==> src/rtl/comparison_merge_sorter_if.sv <==
// Packet handshake and data bus between the packet register (master) and the sorter (slave).
interface comparison_merge_sorter_if #(
  parameter int PACKET_WIDTH = 8,
  parameter int INDEX_WIDTH  = 3
);
  logic                                  ready;
  logic [PACKET_WIDTH*8-1:0]             data_in;
  logic [PACKET_WIDTH*INDEX_WIDTH-1:0]   index_in;
  logic [PACKET_WIDTH*8-1:0]             data_out;
  logic [PACKET_WIDTH*INDEX_WIDTH-1:0]   index_out;
  logic                                  sorted;
  logic                                  done;

  modport master (output ready, data_in, index_in,
                  input  data_out, index_out, sorted, done);
  modport slave  (input  ready, data_in, index_in,
                  output data_out, index_out, sorted, done);
endinterface

==> src/rtl/comparison_merge_sorter.sv <==
// Registered bitonic merge sorter: bytes travel with their index tags through K(K+1)/2 layers.
// Optional COMPARISON_MERGE_INDEX_TIEBREAK_EN: key becomes {data, index} for deterministic ties.
module cms_cas #(
  parameter int IW = 3,
  parameter bit UP = 1'b1
) (
  input  logic [7:0]    a_data,
  input  logic [IW-1:0] a_idx,
  input  logic [7:0]    b_data,
  input  logic [IW-1:0] b_idx,
  output logic [7:0]    lo_data,
  output logic [IW-1:0] lo_idx,
  output logic [7:0]    hi_data,
  output logic [IW-1:0] hi_idx
);
`ifdef COMPARISON_MERGE_INDEX_TIEBREAK_EN
  logic [8+IW-1:0] ka, kb;
  assign ka = {a_data, a_idx};
  assign kb = {b_data, b_idx};
`else
  logic [7:0] ka, kb;
  assign ka = a_data;
  assign kb = b_data;
`endif
  // strict compare: equal keys never swap
  logic swap;
  assign swap = UP ? (ka > kb) : (ka < kb);

  assign lo_data = swap ? b_data : a_data;
  assign lo_idx  = swap ? b_idx  : a_idx;
  assign hi_data = swap ? a_data : b_data;
  assign hi_idx  = swap ? a_idx  : b_idx;
endmodule

module comparison_merge_sorter #(
  parameter int PACKET_WIDTH = 8,
  parameter int INDEX_WIDTH  = 3,
  parameter int ASCENDING    = 1
) (
  input logic                       clk,
  input logic                       reset,
  comparison_merge_sorter_if.slave  bus
);
  localparam int N  = PACKET_WIDTH;
  localparam int IW = INDEX_WIDTH;
  localparam int K  = $clog2(N);
  localparam int L  = K * (K + 1) / 2;

  typedef logic [N-1:0][7:0]    dvec_t;
  typedef logic [N-1:0][IW-1:0] ivec_t;

  dvec_t st_d [L];
  ivec_t st_i [L];
  logic [L:1][N-1:0][7:0]    nd;
  logic [L:1][N-1:0][IW-1:0] ni;

  logic [L-1:0] vld_pipe;
  dvec_t        out_d;
  ivec_t        out_i;
  logic         sorted, sorted_q;
  logic         busy, cap;

  assign busy = |vld_pipe;
  assign cap  = bus.ready & ~busy;

  // layer LY reads register LY-1; the last layer feeds the output register directly
  for (genvar p = 1; p <= K; p++) begin : g_ph
    for (genvar s = 0; s < p; s++) begin : g_ly
      localparam int LY = p * (p - 1) / 2 + s + 1;
      localparam int D  = 1 << (p - 1 - s);
      for (genvar i = 0; i < N; i++) begin : g_el
        if ((i & D) == 0) begin : g_cas
          localparam bit UP = (((i >> p) & 1) == 0) == (ASCENDING != 0);
          cms_cas #(.IW(IW), .UP(UP)) u_cas (
            .a_data (st_d[LY-1][i]),
            .a_idx  (st_i[LY-1][i]),
            .b_data (st_d[LY-1][i+D]),
            .b_idx  (st_i[LY-1][i+D]),
            .lo_data(nd[LY][i]),
            .lo_idx (ni[LY][i]),
            .hi_data(nd[LY][i+D]),
            .hi_idx (ni[LY][i+D])
          );
        end
      end
    end
  end

  always_ff @(posedge clk or negedge reset) begin
    if (!reset) begin
      for (int k = 0; k < L; k++) begin
        st_d[k] <= '0;
        st_i[k] <= '0;
      end
      vld_pipe <= '0;
      out_d    <= '0;
      out_i    <= '0;
      sorted   <= 1'b0;
      sorted_q <= 1'b0;
    end else begin
      vld_pipe <= (vld_pipe << 1) | L'(cap);
      if (cap) begin
        st_d[0] <= bus.data_in;
        st_i[0] <= bus.index_in;
      end
      for (int k = 1; k < L; k++) begin
        st_d[k] <= nd[k];
        st_i[k] <= ni[k];
      end
      if (cap) begin
        sorted <= 1'b0;
      end else if (vld_pipe[L-1]) begin
        out_d  <= nd[L];
        out_i  <= ni[L];
        sorted <= 1'b1;
      end
      sorted_q <= sorted;
    end
  end

  assign bus.data_out  = out_d;
  assign bus.index_out = out_i;
  assign bus.sorted    = sorted;
  assign bus.done      = sorted & ~sorted_q;
endmodule

==> src/flat_wrapper.sv <==
// flat-port wrapper written by rule: the top's interface ports become plain ports
module comparison_merge_sorter_flat 
#(
  parameter int PACKET_WIDTH = 8,
  parameter int INDEX_WIDTH  = 3,
  parameter int ASCENDING    = 1
)
  (clk, reset, bus_ready, bus_data_in, bus_index_in, bus_data_out, bus_index_out, bus_sorted, bus_done);
  comparison_merge_sorter_if #(.PACKET_WIDTH(PACKET_WIDTH), .INDEX_WIDTH(INDEX_WIDTH)) bus_i ();
  input logic clk;
  input logic reset;
  input wire logic [$bits(bus_i.ready)-1:0] bus_ready;
  input wire logic [$bits(bus_i.data_in)-1:0] bus_data_in;
  input wire logic [$bits(bus_i.index_in)-1:0] bus_index_in;
  output wire logic [$bits(bus_i.data_out)-1:0] bus_data_out;
  output wire logic [$bits(bus_i.index_out)-1:0] bus_index_out;
  output wire logic [$bits(bus_i.sorted)-1:0] bus_sorted;
  output wire logic [$bits(bus_i.done)-1:0] bus_done;
  assign bus_i.ready = bus_ready;
  assign bus_i.data_in = bus_data_in;
  assign bus_i.index_in = bus_index_in;
  assign bus_data_out = bus_i.data_out;
  assign bus_index_out = bus_i.index_out;
  assign bus_sorted = bus_i.sorted;
  assign bus_done = bus_i.done;
  comparison_merge_sorter #(.PACKET_WIDTH(PACKET_WIDTH), .INDEX_WIDTH(INDEX_WIDTH), .ASCENDING(ASCENDING)) u_core (.clk(clk), .reset(reset), .bus(bus_i));
endmodule
==> config.mk <==
export PLATFORM = sky130hd
export DESIGN_NAME = comparison_merge_sorter_flat
export DESIGN_NICKNAME = d
export VERILOG_FILES = /design/src/rtl/comparison_merge_sorter_if.sv /design/src/rtl/comparison_merge_sorter.sv /design/src/flat_wrapper.sv
export SDC_FILE = /design/constraint.sdc
export NUM_CORES = 1
export LEC_CHECK = 0
export CAP_MARGIN = 30
export CORE_MARGIN = 4
export CORE_UTILIZATION = 41
export CTS_CLUSTER_SIZE = 40
export DETAILED_ROUTE_END_ITERATION = 8
export GPL_ROUTABILITY_DRIVEN = 0
export HOLD_SLACK_MARGIN = 0.06
export PLACE_DENSITY = 0.71
export SYNTH_ARGS = -nofsm -noshare
export SYNTH_HDL_FRONTEND = slang
export SYNTH_SLANG_ARGS = --single-unit
==> constraint.sdc <==
create_clock -name clk -period 5.95 [get_ports clk]
set_input_delay 0.8925 -clock clk [delete_from_list [all_inputs] [get_ports clk]]
set_output_delay 0.8925 -clock clk [all_outputs]
set_load 0.01 [all_outputs]
* Word level (Yosys, flattened, before mapping) *
Cells that the tools add are included.
W data, S select, Z words.

cells by class
  muxes and demuxes = 98
  bitwise operators = 6
  reduce and logical (&&, ||, !) cells = 3
  order comparisons = 24

operators with widths
  kind                count
  $mux W8             48
  $gt A8 B8 Y1        18
  $mux W3             48
  $lt A8 B8 Y1        6
  $or A6 B1 Y6        1
  $reduce_or A6 Y1    1
  $not A1 Y1          3
  $and A1 B1 Y1       2
  $mux W1             2
  $reduce_and A2 Y1   1
  $reduce_bool A2 Y1  1

storage, ports and cells
  logic and storage cells = 246
  register bits = 624
  input port bits = 91
  output and inout port bits = 90

* Logic depth before layout (Yosys ltp) *
  depth after elaboration = 5
  mapped depth = 8

* By module *
From an unflattened synthesis, not the netlist that was laid out.

unflattened totals
  cell total of the unflattened synthesis = 2031
  area total of the unflattened synthesis = 31519.0 um^2

modules (own cells, without submodules)
  module                                                    seq. area each (um^2)  cells each  area an instance (um^2)  times used
  comparison_merge_sorter                                   15615.0                825         18141.1                  1
  cms_cas (u_core.g_ph[1].g_ly[0].g_el[0].g_cas.u_cas ...)  0.0                    51          565.5                    18
  cms_cas (u_core.g_ph[1].g_ly[0].g_el[2].g_cas.u_cas ...)  0.0                    48          533.0                    6

* Least setup slack after synthesis *
Ideal clock, no wire load.

  kind = reg-to-reg
  from = register u_core.st_d[231] (netlist bit)
  to = register u_core.st_d[160] (netlist bit)
  setup time = 0.125 ns
  stages on the path, launching flop included = 7
  data required time = 5.825 ns
  path buffers = 1
  clock period less this slack = 2.069 ns
  arrival = 1.944 ns
  slack = 3.881 ns
  path through = dfrtp_1 ha_1 and3_4 a221o_1 a31oi_4 buf_12 mux2_4

on the way
  cells in the longest elaborated chain, start to end = 2

ends and longest elaborated chain
  element                                                    line                            source
  from (decl)                                                comparison_merge_sorter.sv:52   dvec_t st_d [L];
  from (signal, indexed assignment)                          comparison_merge_sorter.sv:107  st_d[k] <= nd[k];
  $lt A8 B8 Y1                                               comparison_merge_sorter.sv:27   assign swap = UP ? (ka > kb) : (ka < kb);
  $mux W8                                                    comparison_merge_sorter.sv:29   assign lo_data = swap ? b_data : a_data;
  net u_core.g_ph[2].g_ly[1].g_el[4].g_cas.u_cas.lo_data[0]  comparison_merge_sorter.sv:11   output logic [7:0] lo_data,

The timed path passes the listed nets, and every way through them passes these cells.
A chain may end at the register's enable or synchronous reset.

* Final worst setup path *
  from = register u_core.st_d[45] (netlist bit)
  to = register u_core.out_d (netlist bit u_core.bus.data_out[32])

on the way
  cells in the longest elaborated chain, start to end = 2

ends and longest elaborated chain
  element               line                            source
  $gt A8 B8 Y1          comparison_merge_sorter.sv:27
  $mux W8               comparison_merge_sorter.sv:29
  to (signal assigned)  comparison_merge_sorter.sv:113  out_d <= nd[L];
  to (decl)             comparison_merge_sorter.sv:58   dvec_t out_d;

Every way passes these cells.

==> summary.md <==
| Metric | Value |
|---|---|
| Initial antenna violation count | 2 |
| 1st-iter DRT viols | ~1,100 |
| Async set-reset flop share out of synthesis | between 90% and 100% |
| Post-cts resize count | 0 |
| CP Class | flip-flop to flip-flop |
| Status | complete, no violations |
| Yosys reg bits | 624 |
| TNS Setup | 0 ps |
| CP max stage cell | a21boi_2 |
| Critical Path Start Type | flip-flop |
| Crit share post-route | a little under half |
| Final hold viol count | 0 |
| Final wirelength | 67,200 µm |
| ANT nets after route | 0 |
| # rows | roughly 100 |
| Via Count | roughly 19,000 |
| Full die area | 0.0785 mm² |
| WP data required | about 6400 ps |
| # IOs | between 150 and 200 |
| CP max FO | 23 |
| Synth unique cells | 43 |
| Cts hold-fix bufs | 0 |
| Latest clock arrival within the worst-skew pair | about 620 ps |
| Fin crit period | 2770 ps |
| Main synth FF type | dfrtp_1 |
| Layout cells sized above 1 | 24.2% |
| Fmax | between 300 and 400 MHz |
| Buffers on Ports | 180 |
| Critical path, cell by cell | inv_1 > ha_1 > and4_1 > nand4_1 > a21boi_2 > buf_4 > o221ai_1 |
| Post-layout instance area | 0.0352 mm² |
| Dpl ws | 2480 ps |
| Post-synthesis sequential area ratio | ~51% |
| Syn avg cell area | between 10 and 15 µm² |
| Post-Syn Area | 0.0304 mm² |
| Initial Util | 41.5% |
| CTS tree | yes |
| Placed Area | 0.0329 mm² |
| Total track usage | between 10% and 20% |
| Worst EP arrival | 3210 ps |
| CP max stage delay | 580 ps |
| NumNets Final | 2,939 |
| Global route overflow | 0 |
| Syn Nets | 2,790 |
| Most frequent cell after synthesis | dfrtp_1 |
| Core Area | 0.0732 mm² |
| Post-detail-place hpwl | between 50,000 and 60,000 µm |
| Crit end category | flip-flop |
| Clock skew | ~35 ps |
| Worst Hold Class | primary input to asynchronous set/reset pin |
| Pre-antenna DRT Iters | 5 |
| Synth warnings | 0 |
| Final setup fails | 0 |
| Vias in the first global route | about 20,000 |
| Slew @ Worst Pin | 1100 ps |
| Number of synthesized flops with an enable pin | 0 |
| H-tree Lvls | 3 |
| Clock sinks | about 620 |
| Clock Path Buffers | 3 |
| Fin util | 48.1% |
| Most instantiated cells after synthesis | dfrtp_1 (624), mux2_2 (318), nand2_1 (313) |
| Residual DRC count | 0 |
| Max_slew headroom | 26.7% |
| Post-CTS setup repair buffer count | 0 |
| Top area cells in the synthesized netlist | dfrtp_1 (51%), mux2_2 (12%), ha_1 (7.7%) |
| Synth Instances | 2,513 |
| Cts bufs inserted | 68 |
| Chip Height | 280 µm |
| MaxCap Viol Count | 0 |
| WL per Instance | 18.3 µm |
| Top cell type's share of synthesized area | between 50 and 60% |
| Antenna cells | 0 |
| RSZ-0062 raised after global routing | no |
| Via density | 5.15 |
| Largest net degree at the start of global routing | 199 |
| Die X-Extent | 280 µm |
| Reg clk slew, reported paths | 60 ps |
| Final slew viol count | 0 |
| Area leader, netlist | dfrtp_1 |
| Root Driver | clkbuf_16 |
| First-pass GRT wire length | 108,000 µm |
| Final Worst Setup Slack | 3180 ps |
| Syn-to-layout area delta | 16.0% |
## final cells by class
class,count,area (µm²)
clock buffers,91,1920
clock inverters,29,325
fillers,6333,38000
inverters,276,1040
multi-input cells,1492,13000
flip-flops and latches,624,15600
well taps,959,1200
repair buffers,200,2080
## worst max-delay path: cells and delay by family (launching register included)
| family | cells | cell delay, ps |
|---|---|---|
| AO/OA/AOI/OAI | 2 | 740 |
| AND/OR/NAND/NOR | 2 | 730 |
| buffers and inverters | 2 | 440 |
| flip-flops | 1 | 390 |
| adder cells (fa/ha/maj) | 1 | 300 |
## worst paths after layout
kind | startpoint | end | slack [ps] | cells past startpoint
max in group asynchronous | reset | u_core.st_d[374] | 4110 | 2
hold / removal | reset | u_core.bus.data_out[16] | 320 | 1
setup / recovery | u_core.st_d[45] | u_core.bus.data_out[32] | 3180 | 7
hold reg to reg | u_core.vld_pipe[0] | u_core.vld_pipe[1] | 380 | 0
min in group clk | u_core.vld_pipe[0] | u_core.vld_pipe[1] | 380 | 0
setup reg to reg | u_core.st_d[45] | u_core.bus.data_out[32] | 3180 | 7
## stage by stage
stage | hold slack, ps | instances
floorplan | 355 | 2513
global placement | 364 | 3543
detailed placement | 363 | 3548
CTS | 377 | 3668
global route | 387 | 3671
finish | 317 | 3671
## metal layers
metal  vias up  wire length, µm  GRT usage (%)
li1       8967                -              -
met1      9423            30500           23.6
met2       411            31900           28.6
met3       107             2770           2.56
met4         2             1980           5.37
met5         -               13              0
## cell usage in the layout, fill, tap and decap left out, drive strengths merged, types with 3 or more instances in the layout
cell	count
clkinvlp	5
a211o	9
nand2b	6
buf	21
or3b	4
a21boi	4
dfrtp	624
nand2	313
mux2	440
o21a	21
o221ai	88
and2	4
nor2b	19
clkbuf	91
clkdlybuf4s50	179
ha	186
inv	278
o21ai	66
a21oi	51
nand4	31
nand3	89
a221o	5
bufinv	3
and4	4
a31oi	6
mux2i	13
nor2	17
a21o	16
and3	94
clkinv	19
## sequential cells by signal (all words and copies together) (netlist names)
signal,cells
u_core.st_i,144
u_core.bus.index_out,24
u_core.sorted_q,1
u_core.bus.sorted,1
u_core.vld_pipe,6
u_core.st_d,384
u_core.bus.data_out,64
## cell families (layout without fill, tap and decap cells)
logic type / Yosys count / count (layout) / share of synthesized area (%)
and+or+nand+nor: 583 / 583 / 9.11
buffers and inverters: 397 / 596 / 5.76
adders and majority gates: 186 / 186 / 7.67
DFF: 624 / 624 / 51.4
AOI/OAI and AO/OA: 270 / 270 / 8.04
muxes: 453 / 453 / 18.0
Power is not shown: default switching activity piles up to over one toggle a cycle in this logic, so the estimate is an artifact.
